## src/rtl/input_conditioner.sv

```systemverilog
// input_conditioner: front-end for switch levels and push-buttons.
// Nine independent channels (7 levels + 2 buttons), each passing through a
// 2-flop synchronizer, a debounce counter and a stable register.
// Buttons additionally produce one-cycle registered strobes on a debounced
// rising edge.
// Optional feature: define PULSE_AUTOREPEAT_EN to emit repeat strobes every
// REPEAT_CYCLES cycles while a debounced button stays high.
module input_conditioner #(
  parameter int unsigned DEBOUNCE_CYCLES = 8,
  parameter int unsigned REPEAT_CYCLES   = 64
) (
  input  logic       clock,
  input  logic       reset,
  input  logic [6:0] raw_levels,
  input  logic [1:0] raw_buttons,
  output logic [6:0] levels,
  output logic       pulse_3,
  output logic       pulse_2,
  output logic       inputs_settled
);

  localparam int unsigned NCH = 9;
  localparam int unsigned BTN_BASE = 7;
  localparam int unsigned CW = $clog2(DEBOUNCE_CYCLES + 1);
  // The counter only needs to hold DEBOUNCE_CYCLES-1; reaching that value
  // with another mismatch commits the change, so the counter never wraps.
  localparam logic [CW-1:0] CNT_LAST = CW'(DEBOUNCE_CYCLES - 1);

  if (DEBOUNCE_CYCLES < 1 || DEBOUNCE_CYCLES > 255 ||
      REPEAT_CYCLES < 2 || REPEAT_CYCLES > 65535) begin : g_param_check
    $error("input_conditioner: parameter out of legal range");
  end

  logic [NCH-1:0]         raw_all;
  logic [NCH-1:0]         sync1_q, sync1_d;
  logic [NCH-1:0]         sync2_q, sync2_d;
  logic [NCH-1:0]         stable_q, stable_d;
  logic [NCH-1:0][CW-1:0] cnt_q, cnt_d;
  logic [1:0]             pulse_q, pulse_d;
  logic [1:0]             rise;
  logic                   settled;

  assign raw_all = {raw_buttons, raw_levels};

  // Synchronizer shift and per-channel debounce decision.
  always_comb begin
    sync1_d  = raw_all;
    sync2_d  = sync1_q;
    stable_d = stable_q;
    cnt_d    = '0;
    for (int unsigned ch = 0; ch < NCH; ch++) begin
      if (sync2_q[ch] != stable_q[ch]) begin
        if (cnt_q[ch] == CNT_LAST) begin
          stable_d[ch] = sync2_q[ch];
        end else begin
          cnt_d[ch] = cnt_q[ch] + CW'(1);
        end
      end
    end
  end

  // Debounced button rising edges, taken from the value being committed so
  // the strobe register loads on the same edge as the stable register.
  always_comb begin
    rise = stable_d[BTN_BASE +: 2] & ~stable_q[BTN_BASE +: 2];
  end

`ifdef PULSE_AUTOREPEAT_EN
  localparam int unsigned RW = $clog2(REPEAT_CYCLES);
  localparam logic [RW-1:0] REP_LAST = RW'(REPEAT_CYCLES - 1);

  logic [1:0][RW-1:0] rep_q, rep_d;

  // Strobe on press, then every REPEAT_CYCLES cycles while held.
  always_comb begin
    rep_d   = '0;
    pulse_d = rise;
    for (int unsigned b = 0; b < 2; b++) begin
      if (stable_q[BTN_BASE + b] && stable_d[BTN_BASE + b]) begin
        if (rep_q[b] == REP_LAST) begin
          pulse_d[b] = 1'b1;
        end else begin
          rep_d[b] = rep_q[b] + RW'(1);
        end
      end
    end
  end

  // Auto-repeat counters.
  always_ff @(posedge clock or posedge reset) begin
    if (reset) begin
      rep_q <= '0;
    end else begin
      rep_q <= rep_d;
    end
  end
`else
  // Single strobe per debounced press.
  always_comb begin
    pulse_d = rise;
  end
`endif

  // Quiet when nothing is in flight on any channel.
  always_comb begin
    settled = (sync2_q == stable_q);
    for (int unsigned ch = 0; ch < NCH; ch++) begin
      if (cnt_q[ch] != '0) begin
        settled = 1'b0;
      end
    end
  end

  // Channel state and strobe registers.
  always_ff @(posedge clock or posedge reset) begin
    if (reset) begin
      sync1_q  <= '0;
      sync2_q  <= '0;
      stable_q <= '0;
      cnt_q    <= '0;
      pulse_q  <= '0;
    end else begin
      sync1_q  <= sync1_d;
      sync2_q  <= sync2_d;
      stable_q <= stable_d;
      cnt_q    <= cnt_d;
      pulse_q  <= pulse_d;
    end
  end

  assign levels         = stable_q[6:0];
  assign pulse_2        = pulse_q[0];
  assign pulse_3        = pulse_q[1];
  assign inputs_settled = settled;

endmodule

```

## config.mk

```make
export PLATFORM = sky130hd
export DESIGN_NAME = input_conditioner
export DESIGN_NICKNAME = d
export VERILOG_FILES = /design/src/rtl/input_conditioner.sv
export SDC_FILE = /design/constraint.sdc
export NUM_CORES = 1
export LEC_CHECK = 0
export CAP_MARGIN = 20
export CORE_UTILIZATION = 40
export DETAILED_ROUTE_END_ITERATION = 10
export HOLD_SLACK_MARGIN = 0.02
export SLEW_MARGIN = 30
export SYNTH_ARGS = -nofsm -noshare
export SYNTH_HDL_FRONTEND = slang
export SYNTH_SLANG_ARGS = --single-unit
```

## constraint.sdc

```tcl
create_clock -name clock -period 2.55 [get_ports clock]
set_clock_uncertainty 0.2 [all_clocks]
set_input_delay 0.51 -clock clock [delete_from_list [all_inputs] [get_ports clock]]
set_output_delay 0.51 -clock clock [all_outputs]
set_load 0.05 [all_outputs]
```

* Yosys cells after proc, flatten, opt, wreduce, memory -nomap -nowiden
Cells that the tools add are included.
** Word-level totals
- Logic and storage cells :: 97
- Register bits after elaboration :: 65
- Input bits :: 11
** Operators by class
- Equality and inequality tests :: 19
- Add/subtract/negate cells :: 9
- Mux-type cells :: 31
- Reductions and logical operators :: 16
- Bitwise logic cells :: 2
** Operators by type and width (count)
- $mux 4 :: 18
- $add 4x1->4 const B :: 9
- $eq 4x3->1 const B :: 9
- $reduce_bool 4->1 :: 9
- $reduce_and 2->1 :: 7
- $mux 1 :: 13
- $eq 9x9->1 :: 1
- $ne 1x1->1 :: 9
- $and 2x2->2 :: 1
- $not 2->2 :: 1

* Logic depth before layout (Yosys ltp)
- Depth after elaboration :: 10
- Mapped depth :: 5
- Depth with buffers taken out :: 5

* Worst setup path before layout
Ideal clock, no wire load.
- Path type :: reg2out
- Start point :: register cnt_q[4] (netlist name)
- End point :: output inputs_settled
- Cell stages (with the launch flop) :: 6
- Path slack :: -0.077 ns
- Data arrival time :: 1.917 ns
- Cell sequence :: dfrtp_1 > inv_1 > ha_1 > nor4bb_1 > nand4_1 > nor4_2
** On the way
- Cells in the longest elaborated chain, start to end :: 9
** Ends and longest elaborated chain
- from (decl) :: line 38 : logic [NCH-1:0][CW-1:0] cnt_q, cnt_d;
- from (signal assigned) :: line 126 : cnt_q <= cnt_d;
- $reduce_bool 4->1 :: line 108 : if (cnt_q[ch] != '0) begin
- $mux 1 (8 in a row) :: line 108
- to (decl) :: line 19 : output logic inputs_settled
No other way between the ends.

* Worst setup path in the final report
Same ends and word-level chain as after synthesis.

==> metrics.txt <==
status=complete, but fails checks; violated checks=negative setup slack; DRT iter0 DRCs=75; CTS tree=built; Root Driver=clkbuf_8; Die Area=7362 um^2; total gr overflow=0; period utilization=102.4%; CORE AREA=6794 um^2; PwrDens=1024 nW/um^2; area grow syn2layout=23.12%; vias in the first global route=1673; clock slew at reported path FFs=60 ps; RePlAce Congestion=0.6890; Synth area leaders=dfrtp_1 58%, ha_1 8.0%, xnor2_1 5.3%, nor2_1 4.8%, mux2_2 3.6%; slew of the pin with the lowest slew margin=493.1 ps; Num CTS Buffers=9; critical path class=flip-flop to primary output; first-pass GRT wire length=7734 um; Die X=85.80 um; worst setup margin=-62.34 ps; relative slew slack=67.03%; total wire length=4311 um; number of nets with antenna violations after routing=0; Design Area, Final=3458 um^2; DR vias=1687; n_diodes=0; maximum fanout along the worst path=2; Worst Setup Start Kind=flip-flop; Crit. path cell count=6; Top delay family on crit path=simple AND/OR/NAND/NOR gates; pre-CTS setup slack=189.2 ps; nets=304; Yosys top cell area share=57.91%; RSZ-0062 raised after global routing=yes; CP max stage cell=dfrtp_1; Bufs and invs on worst path=2; hpwl dp=3010 um; Synth cell types=22; flops & latches, synth=65; area leader, netlist=dfrtp_1; Syn Inst Count=231; Worst EP required=1840 ps; # port buffers=20; Syn Area/Cell=12.16 um^2; clk buf depth=2; DR pass1 iterations=5; Peak supply drop=0.0005754 V; largest net degree at the start of global routing=66; Worst setup EP type=primary output; wire per inst=11.50 um; htree depth=3; register area share after synthesis=57.91%; Total Routing Usage GR=13.94%; Skew-Pair Late Insertion Delay=340 ps; initial antenna violation count=0; row cnt=30; Max-cap violations=0; IO Count=21; Hold Path Cell Cnt=0; syn nets=260; Leak Pwr=1.684 nW; Die Ht=85.80 um; CP peak stage delay=380 ps; Yosys warnings=0; crit path cell chain=inv_1 -> ha_1 -> nor4bb_2 -> nand4_1 -> nor4_4 -> buf_12; final setup fails=1; Fmax=382.8 MHz; Pins Over Slew Limit=0; TritonCTS Sinks=65; CP Data Arrival Time=1900 ps; worst hold path class=flip-flop to flip-flop; DRC=0; final hold viol count=0; via density per instance=4.499; Core Util, Final=50.90%; Mapped Area=2809 um^2; layout cells sized above 1=19.35%; initial core utilization=41.34%; placed cell areas=3183 um^2; FF-to-FF path depth=6; fin crit period=2612 ps
placed cells by master (no fill, tap or decap):
master,netlist,final
and2b_1,2,2
and4b_1,1,1
buf_12,0,2
buf_4,7,19
clkbuf_1,0,1
clkbuf_8,0,10
clkdlybuf4s50_1,0,19
clkinv_2,0,4
dfrtp_1,65,64
dfrtp_2,0,1
ha_1,18,18
inv_1,19,18
inv_2,0,1
mux2_2,9,9
mux2i_1,9,9
nand2_1,9,9
nand3_1,9,9
nand3b_1,5,5
nand4_1,4,4
nor2_1,36,36
nor2b_1,7,7
nor3_1,4,4
nor3b_1,3,2
nor3b_2,0,1
nor4_4,0,2
nor4b_4,1,3
nor4bb_2,0,1
xnor2_1,17,17
xnor2_2,1,1
cell families after synthesis:
family,share of synthesized area (%)
xor gates and xnor gates,5.880
DFF,57.91
adders and majority gates,8.018
buffers and inverters,4.410
and+or+nand+nor,16.97
muxes,6.815
where the power goes:
part / switching (mW) / internal (mW) / leakage, nW
registers: 0.223 / 1.27 / 0.839
logic: 0.629 / 0.686 / 0.756
clock network: 0.361 / 0.367 / 0.0887
total: 1.21 / 2.33 / 1.68
timing repair:
action,in CTS,in global routing
pin swaps,2,3
setup buffers,4,6
gates cloned,0,0
gates resized for setup,5,1
endpoints found under the setup margin,1,1
hold buffers,0,0
area by class of cell:
cell class / count / area (um^2)
Timing Repair Buffer: 40 / 372.9
Clock inverter: 4 / 20.02
Fill cell: 594 / 3336
Inverter: 19 / 71.32
Multi-Input combinational cell: 140 / 1105
Clock buffer: 11 / 141.4
Tap cell: 96 / 120.1
Sequential cell: 65 / 1628
through the flow:
step                      hold slack [ps]  setup TNS, ps  std cells  power, mW
after floorplan                     131.2              0        231      2.356
after global placement              135.4              0        350      2.677
after detailed placement            136.4              0        350      2.696
after CTS                           151.7         -51.32        369      3.531
after global routing                153.7         -177.4        375      3.813
final                               149.1         -62.34        375      3.540
path summary, 6_finish.rpt:
kind | end | slack (ps) | startpoint
worst max-delay path | inputs_settled | -60 | cnt_q[4]
worst min-delay path | sync2_q[1] | 150 | sync1_q[1]
worst max register to register | stable_q[3] | 950 | cnt_q[12]
worst min register to register | sync2_q[1] | 150 | sync1_q[1]
max in group asynchronous | cnt_q[4] | 1530 | reset
min in group asynchronous | cnt_q[2] | 340 | reset
flip-flops by register name, summed over array words and instances (netlist names):
register  count
cnt_q        36
pulse_q       2
stable_q      9
sync1_q       9
sync2_q       9
Yosys cell counts:
master	instances
nor3b_1	3
nor4bb_1	1
nor4b_4	1
mux2_2	9
xnor2_1	17
nand4_1	4
nand2_1	9
nor4_2	2
ha_1	18
dfrtp_1	65
nor4b_2	2
nor2b_1	7
and2b_1	2
buf_4	7
nor2_1	36
and4b_1	1
inv_1	19
xnor2_2	1
nor3_1	4
mux2i_1	9
nand3b_1	5
nand3_1	9
layer usage:
| metal | share of wire, % | track usage [%] |
|---|---|---|
| met1 | 50 | 18.57 |
| met2 | 45 | 20.95 |
| met3 | 3.5 | 4.042 |
| met4 | 2.1 | 6.818 |
| met5 | 0 | 0 |
Note: power is estimated with default switching activity, not from simulation.
